===== config.mk =====
export PLATFORM = sky130hd
export DESIGN_NAME = pwm_multichannel_gen_flat
export DESIGN_NICKNAME = d
export VERILOG_FILES = /design/src/rtl/pwm_multichannel_gen_if.sv /design/src/rtl/pwm_multichannel_gen.sv /design/src/flat_wrapper.sv
export SDC_FILE = /design/constraint.sdc
export NUM_CORES = 1
export LEC_CHECK = 0
export CAP_MARGIN = 10
export CORE_AREA = 10 10 120 122
export DETAILED_ROUTE_END_ITERATION = 8
export DIE_AREA = 0 0 130 132
export PLACE_DENSITY = 0.66
export SYNTH_ARGS = -nofsm -noshare
export SYNTH_HDL_FRONTEND = slang
export SYNTH_SLANG_ARGS = --single-unit

===== constraint.sdc =====
create_clock -name clk -period 3.2 [get_ports clk]
set_input_delay 0.64 -clock clk [delete_from_list [all_inputs] [get_ports clk]]
set_output_delay 0.64 -clock clk [all_outputs]
set_load 0.05 [all_outputs]

===== src/rtl/pwm_multichannel_gen_if.sv =====
`default_nettype none
// ============================================================================
// Module      : pwm_multichannel_gen_if
// Description : Bundle of button, channel-select, mode, PWM output and
//               duty-readback signals for the multi-channel PWM generator.
//               slave  : the generator side (buttons in, PWM out).
//               master : the controlling side (testbench / UI logic).
// Signals     : btn_inc, btn_dec  raw asynchronous buttons
//               ch_sel            channel targeted by button steps
//               center_mode       0 = edge-aligned, 1 = center-aligned
//               pwm_out           registered PWM outputs, one per channel
//               period_start      one-cycle pulse with the count-0 sample
//               duty_rd           shadow duty of the selected channel
// Revision    : 1.0 - initial release
// ============================================================================
interface pwm_multichannel_gen_if #(
    parameter int CHANNELS = 4,
    parameter int WIDTH    = 8
);
    localparam int c_SEL_W = (CHANNELS > 1) ? $clog2(CHANNELS) : 1;

    logic                btn_inc;
    logic                btn_dec;
    logic [c_SEL_W-1:0]  ch_sel;
    logic                center_mode;
    logic [CHANNELS-1:0] pwm_out;
    logic                period_start;
    logic [WIDTH:0]      duty_rd;

    modport master (
        output btn_inc,
        output btn_dec,
        output ch_sel,
        output center_mode,
        input  pwm_out,
        input  period_start,
        input  duty_rd
    );

    modport slave (
        input  btn_inc,
        input  btn_dec,
        input  ch_sel,
        input  center_mode,
        output pwm_out,
        output period_start,
        output duty_rd
    );
endinterface
`default_nettype wire


===== src/rtl/pwm_multichannel_gen.sv =====
`default_nettype none
// ============================================================================
// Module      : pwm_multichannel_gen
// Description : Multi-channel PWM generator. Debounced increase/decrease
//               buttons step a saturating per-channel shadow duty; shadow
//               duties (and the alignment mode) are copied to the active set
//               only at the period boundary so every pulse is glitch-free.
//               Edge-aligned (period 2^WIDTH) or center-aligned
//               (period 2^(WIDTH+1)-2) counting.
// Ports       : clk  - single clock, rising edge
//               rst  - synchronous active-high reset
//               bus  - pwm_multichannel_gen_if.slave (buttons, ch_sel,
//                      center_mode in; pwm_out, period_start, duty_rd out)
// Revision    : 1.0 - initial release
// ============================================================================
module pwm_multichannel_gen #(
    parameter int CHANNELS   = 4,
    parameter int WIDTH      = 8,
    parameter int STEP       = 16,
    parameter int DEB_CYCLES = 1000,
    parameter int DUTY_INIT  = 128
) (
    input  wire logic             clk,
    input  wire logic             rst,
    pwm_multichannel_gen_if.slave bus
);

    localparam int c_SEL_W  = (CHANNELS > 1) ? $clog2(CHANNELS) : 1;
    localparam int c_DUTY_W = WIDTH + 1;
    localparam int c_DEB_W  = $clog2(DEB_CYCLES + 1);

    localparam logic [WIDTH-1:0]    c_CNT_MAX   = '1;
    localparam logic [WIDTH-1:0]    c_CNT_ONE   = {{(WIDTH-1){1'b0}}, 1'b1};
    localparam logic [c_DUTY_W-1:0] c_DUTY_MAX  = {1'b1, {WIDTH{1'b0}}};
    localparam logic [c_DUTY_W-1:0] c_DUTY_INIT = c_DUTY_W'(DUTY_INIT);
    localparam logic [c_DUTY_W-1:0] c_STEP_D    = c_DUTY_W'(STEP);
    localparam logic [WIDTH+1:0]    c_STEP_W    = (WIDTH+2)'(STEP);
    localparam logic [WIDTH+1:0]    c_DMAX_W    = {1'b0, c_DUTY_MAX};
    localparam logic [c_DEB_W-1:0]  c_DEB_LAST  = c_DEB_W'(DEB_CYCLES - 1);
    localparam logic [c_DEB_W-1:0]  c_DEB_ONE   = c_DEB_W'(1);

    // Counter direction state
    localparam logic [0:0] c_DIR_UP   = 1'b0;
    localparam logic [0:0] c_DIR_DOWN = 1'b1;

    // ------------------------------------------------------------------
    // Period counter
    // ------------------------------------------------------------------
    logic [WIDTH-1:0] r_cnt;
    logic [0:0]       r_dir;
    logic             r_mode_active;
    logic             w_period_end;

    // Edge mode ends on the top count; center mode ends on count 1 on the
    // way down, so the restart at 0 is never repeated.
    assign w_period_end = r_mode_active ? ((r_dir == c_DIR_DOWN) && (r_cnt == c_CNT_ONE))
                                        : (r_cnt == c_CNT_MAX);

    always_ff @(posedge clk) begin
        if (rst) begin
            r_cnt         <= '0;
            r_dir         <= c_DIR_UP;
            r_mode_active <= 1'b0;
        end else if (w_period_end) begin
            r_cnt         <= '0;
            r_dir         <= c_DIR_UP;
            r_mode_active <= bus.center_mode;
        end else if (r_dir == c_DIR_UP) begin
            if (r_cnt == c_CNT_MAX) begin
                r_dir <= c_DIR_DOWN;
                r_cnt <= r_cnt - c_CNT_ONE;
            end else begin
                r_cnt <= r_cnt + c_CNT_ONE;
            end
        end else begin
            r_cnt <= r_cnt - c_CNT_ONE;
        end
    end

    // ------------------------------------------------------------------
    // Button synchronizers and debouncers: bit 0 = inc, bit 1 = dec
    // ------------------------------------------------------------------
    logic [1:0] w_raw;
    logic [1:0] w_pulse;

    assign w_raw = {bus.btn_dec, bus.btn_inc};

    for (genvar b = 0; b < 2; b++) begin : g_btn
        logic               r_sync1;
        logic               r_sync2;
        logic               r_level;
        logic               r_level_q;
        logic [c_DEB_W-1:0] r_deb_cnt;

        always_ff @(posedge clk) begin
            if (rst) begin
                r_sync1   <= 1'b0;
                r_sync2   <= 1'b0;
                r_level   <= 1'b0;
                r_level_q <= 1'b0;
                r_deb_cnt <= '0;
            end else begin
                r_sync1   <= w_raw[b];
                r_sync2   <= r_sync1;
                r_level_q <= r_level;
                // Any sample that agrees with the accepted level restarts
                // the run, so short bounces never accumulate.
                if (r_sync2 != r_level) begin
                    if (r_deb_cnt == c_DEB_LAST) begin
                        r_level   <= r_sync2;
                        r_deb_cnt <= '0;
                    end else begin
                        r_deb_cnt <= r_deb_cnt + c_DEB_ONE;
                    end
                end else begin
                    r_deb_cnt <= '0;
                end
            end
        end

        // Rising edge of the accepted level only; releases make no pulse.
        assign w_pulse[b] = r_level & ~r_level_q;
    end

    // ------------------------------------------------------------------
    // Duty registers and step arithmetic
    // ------------------------------------------------------------------
    logic [c_DUTY_W-1:0] r_shadow [CHANNELS];
    logic [c_DUTY_W-1:0] r_active [CHANNELS];
    logic [CHANNELS-1:0] w_sel_hit;
    logic [c_DUTY_W-1:0] w_sel_duty;
    logic [WIDTH+1:0]    w_sel_wide;
    logic [WIDTH+1:0]    w_inc_val;
    logic [c_DUTY_W-1:0] w_step_duty;
    logic                w_inc;
    logic                w_dec;

    // Simultaneous inc and dec cancel out.
    assign w_inc = w_pulse[0] & ~w_pulse[1];
    assign w_dec = w_pulse[1] & ~w_pulse[0];

    // Out-of-range ch_sel matches no channel: reads 0 and steps nothing.
    always_comb begin
        w_sel_hit  = '0;
        w_sel_duty = '0;
        for (int c = 0; c < CHANNELS; c++) begin
            if (bus.ch_sel == c_SEL_W'(c)) begin
                w_sel_hit[c] = 1'b1;
                w_sel_duty   = r_shadow[c];
            end
        end
    end

    assign w_sel_wide = {1'b0, w_sel_duty};
    assign w_inc_val  = w_sel_wide + c_STEP_W;

    always_comb begin
        w_step_duty = w_sel_duty;
        if (w_inc) begin
            w_step_duty = (w_inc_val > c_DMAX_W) ? c_DUTY_MAX : w_inc_val[WIDTH:0];
        end else if (w_dec) begin
            // No underflow here, so the subtraction fits in duty width.
            w_step_duty = (w_sel_wide < c_STEP_W) ? '0 : (w_sel_duty - c_STEP_D);
        end
    end

    always_ff @(posedge clk) begin
        if (rst) begin
            for (int c = 0; c < CHANNELS; c++) begin
                r_shadow[c] <= c_DUTY_INIT;
                r_active[c] <= c_DUTY_INIT;
            end
        end else begin
            for (int c = 0; c < CHANNELS; c++) begin
                if (w_period_end) begin
                    r_active[c] <= r_shadow[c];
                end
                if ((w_inc || w_dec) && w_sel_hit[c]) begin
                    r_shadow[c] <= w_step_duty;
                end
            end
        end
    end

    // ------------------------------------------------------------------
    // Registered outputs
    // ------------------------------------------------------------------
    logic [CHANNELS-1:0] r_pwm;
    logic                r_period_start;

    always_ff @(posedge clk) begin
        if (rst) begin
            r_pwm          <= '0;
            r_period_start <= 1'b0;
        end else begin
            for (int c = 0; c < CHANNELS; c++) begin
                r_pwm[c] <= ({1'b0, r_cnt} < r_active[c]);
            end
            r_period_start <= (r_cnt == '0);
        end
    end

    assign bus.pwm_out      = r_pwm;
    assign bus.period_start = r_period_start;
    assign bus.duty_rd      = w_sel_duty;

endmodule
`default_nettype wire

===== src/flat_wrapper.sv =====
// flat-port wrapper written by rule: the top's interface ports become plain ports
module pwm_multichannel_gen_flat 
#(
    parameter int CHANNELS   = 4,
    parameter int WIDTH      = 8,
    parameter int STEP       = 16,
    parameter int DEB_CYCLES = 1000,
    parameter int DUTY_INIT  = 128
)
  (clk, rst, bus_btn_inc, bus_btn_dec, bus_ch_sel, bus_center_mode, bus_pwm_out, bus_period_start, bus_duty_rd);
  pwm_multichannel_gen_if #(.CHANNELS(CHANNELS), .WIDTH(WIDTH)) bus_i ();
  input  wire logic clk;
  input  wire logic rst;
  input wire logic [$bits(bus_i.btn_inc)-1:0] bus_btn_inc;
  input wire logic [$bits(bus_i.btn_dec)-1:0] bus_btn_dec;
  input wire logic [$bits(bus_i.ch_sel)-1:0] bus_ch_sel;
  input wire logic [$bits(bus_i.center_mode)-1:0] bus_center_mode;
  output wire logic [$bits(bus_i.pwm_out)-1:0] bus_pwm_out;
  output wire logic [$bits(bus_i.period_start)-1:0] bus_period_start;
  output wire logic [$bits(bus_i.duty_rd)-1:0] bus_duty_rd;
  assign bus_i.btn_inc = bus_btn_inc;
  assign bus_i.btn_dec = bus_btn_dec;
  assign bus_i.ch_sel = bus_ch_sel;
  assign bus_i.center_mode = bus_center_mode;
  assign bus_pwm_out = bus_i.pwm_out;
  assign bus_period_start = bus_i.period_start;
  assign bus_duty_rd = bus_i.duty_rd;
  pwm_multichannel_gen #(.CHANNELS(CHANNELS), .WIDTH(WIDTH), .STEP(STEP), .DEB_CYCLES(DEB_CYCLES), .DUTY_INIT(DUTY_INIT)) u_core (.clk(clk), .rst(rst), .bus(bus_i));
endmodule

==> qor.txt <==
count of final setup violators - 0
Detailed Route WL - 11440 um
critical path's slowest cell - clkdlybuf4s50_1
DR WL/cell - 15.37 um
RSZ-0062 raised after global routing - no
row cnt - 40
multi-input logic area - 2654 sq um
peak supply drop - 0.2933 mV
Vias/cell - 5.353
synthesis-to-layout area growth - 18.47%
clk slew on worst S/H paths - 50 ps
gpl congestion - 0.8144
largest net degree at the start of global routing - 46
first-pass GRT wire length - 19560 um
Chip Width - 130 um
Fillers - 986
Final Power - 3816 uW
register bit count reported by yosys - 115
worst hold slack - 440.8 ps
LEAKAGE - 0.002979 uW
CTS Hold Bufs - 0
Avg Cell Area, Syn - 11.04 sq um
Clock Power Share - 48.8%
crit path capture type - flop
Int Pwr - 2959 uW
PwrDens - 542.3 nW/um^2
sequential area share after synthesis - 50.90%
most used flip-flop cell after synthesis - edfxtp_1
register area - 3023 sq um
n_diodes - 0
crit share post-route - 89.00%
clock root buffer master - clkbuf_16
number of synthesized flops with an enable pin - 72
biggest cell delay along the critical path - 560 ps
reg2reg start - u_core.r_cnt[5]
MaxCap Viol Count - 0
Post-Syn Instances - 538
vias in the first global route - 4012
hold wc startpoint - u_core.g_btn[0].r_deb_cnt[0]
worst-path maximum fanout - 7
post-layout util - 59.08%
Unique masters post-synth - 57
WS Path Type - input port to flop
Core Box Area - 11910 sq um
Cell Area, Synth - 5939 sq um
Critical path origin - bus_ch_sel[1]
worst min path class - flop to flop
startpoint types - input port
final hold viol count - 0
Nets - 630
f_max - 0.3511 GHz
skew final - 9.100 ps
worst reg2reg path depth - 6
Switch Pwr - 856.6 uW
cts bufs inserted - 17
hpwl dp - 8347 um
Die Footprint - 17160 sq um
final instance area - 7037 sq um
IO Port Bufs - 20
sequential power share - 43.1%
initial antenna violation count - 0
starting DRC count in detailed routing - 329
Worst EP required - 3350 ps
total negative slack - 0 ps
crit path DAT - 3000 ps
outcome - completed
Comb power frac - 8.1%
relative max-transition margin - 34.34%
syn_nets - 584
Final Max Tran Viols - 0
grt total ovfl - 0
GRT Util Overall - 14.32%
sw frac - 22.45%
die height - 132 um
cell breakdown of the critical path - clkdlybuf4s50_1 -> buf_4 -> mux4_2 -> or4_4 -> nor3b_4 -> and2b_4 -> nand3b_4 -> nor2_1
# DRC - 0
Hold Path Stages - 1
fin crit period - 2848 ps
worst-skew pair later-pin latency - 420 ps
Clock Tree Buf Depth - 2
vias - 3983
share of cells above drive strength 1 - 15.91%
ys async rst share - 0%
drt pass-1 iters - 5
Slew @ Worst Pin - 982.9 ps
clk sinks - 115
initial core utilization - 49.86%
CTS tree - yes
post-route ant nets - 0
DP Area - 6420 sq um
synthesis warning total - 0
I/O pin count - 21
H-tree levels - 4
## cell families (layout without fill, tap and decap cells)
kind of cell             Yosys count  count (layout)  synth area share [%]
AND/OR/NAND/NOR                  203             203                 19.28
flip-flops                       115             115                 50.90
AO/OA/AOI/OAI                     74              74                 8.974
buffers and inverters             65             124                 4.719
adder cells (fa/ha/maj)           39              39                 8.216
XOR/XNOR                          26              26                 3.834
multiplexers                      16              16                 4.087
## per-stage QoR
step,setup WS [ps],std cells
5_1_grt,173.2,744
6_report,351.9,744
4_1_cts,31.31,743
2_1_floorplan,28.34,538
3_3_place_gp,-338.2,711
3_5_place_dp,-383.0,711
## flip-flops by register name (all words and copies together) (netlist names)
name / count
u_core.bus.period_start: 1
u_core.r_mode_active: 1
u_core.g_btn.r_level_q: 2
u_core.r_dir: 1
u_core.g_btn.r_sync2: 2
u_core.bus.pwm_out: 4
u_core.g_btn.r_sync1: 2
u_core.r_active: 36
u_core.r_shadow: 36
u_core.r_cnt: 8
u_core.g_btn.r_deb_cnt: 20
u_core.g_btn.r_level: 2
## cell type report
class	count	share of cell area (%)
flip-flops and latches	115	42.96
multi-input cells	358	37.71
clock buffers	17	6.046
repair buffers	49	6.010
well taps	147	2.614
clock inverters	15	2.365
inverters	43	2.294
## layout by cell type (no fill, tap or decap), drive strengths merged, types with 7 or more instances in the layout
cell,n
buf,38
or3,7
ha,39
inv,43
nor3,8
nor2,53
o21ai,15
nor3b,9
mux2i,7
nand4,7
nand2,23
xnor2,15
nor4,13
clkinv,10
clkdlybuf4s50,10
nand2b,12
xor2,11
clkbuf,17
edfxtp,72
and2,36
a21oi,14
nand3,10
dfxtp,43
a21o,20
and3,9
## power groups by stage
stage	clock network, uW	logic [uW]	registers [uW]
floorplan	0	197	1680
global placement	0	303	1670
detailed placement	0	309	1670
CTS	1890	312	1640
global route	1950	341	1650
finish	1860	309	1640
## final timing paths
| path | endpoint | slack, ps |
|---|---|---|
| setup / recovery | u_core.r_shadow[2][1] | 350 |
| setup reg to reg | u_core.r_active[0][1] | 530 |
| hold reg to reg | u_core.g_btn[0].r_deb_cnt[0] | 440 |
| hold / removal | u_core.g_btn[0].r_deb_cnt[0] | 440 |
## worst max-delay path: cells and delay by family
kind,cells,cell delay (ps)
buffers and inverters,2,750
muxes,1,340
and+or+nand+nor,5,1260
## metal layers
layer / GRT usage, % / routed length (um)
met5: 0 / 0
met4: 8.250 / 329
met3: 3.701 / 452
met2: 22.22 / 5489
met1: 17.50 / 5166
## Yosys cell counts (2+ instances only)
cell | count | area, sq um
a21boi_0 | 2 | 15.01
mux2i_1 | 7 | 70.07
inv_1 | 43 | 161.4
buf_2 | 5 | 25.02
nor2_1 | 52 | 195.2
o21bai_1 | 2 | 15.01
or3_1 | 7 | 43.79
xnor2_1 | 15 | 131.4
nor3_1 | 7 | 35.03
dfxtp_1 | 43 | 860.8
ha_1 | 39 | 488.0
nor3b_1 | 7 | 52.55
and2_1 | 36 | 225.2
a21o_1 | 20 | 150.1
and3_1 | 9 | 56.30
a41oi_1 | 3 | 26.28
nor4_1 | 13 | 81.33
o21ai_2 | 2 | 17.52
mux4_2 | 6 | 135.1
nand2b_1 | 12 | 75.07
a211oi_1 | 2 | 15.01
nand2_1 | 23 | 86.33
a21oi_1 | 13 | 65.06
buf_6 | 4 | 45.04
nand3b_4 | 2 | 40.04
mux2_2 | 2 | 22.52
nor2b_1 | 6 | 37.54
o31a_1 | 5 | 43.79
nand4_1 | 7 | 43.79
xor2_1 | 11 | 96.34
edfxtp_1 | 72 | 2162
a311oi_1 | 4 | 35.03
nand3_1 | 10 | 50.05
clkbuf_1 | 13 | 48.80
o21ai_0 | 12 | 60.06
## repair_timing
action | in CTS | in global routing
gates resized for setup | 0 | 4
setup endpoints to repair | 0 | 20
buffers inserted | 0 | 1
No activity file was read; power rests on OpenSTA's default activity.
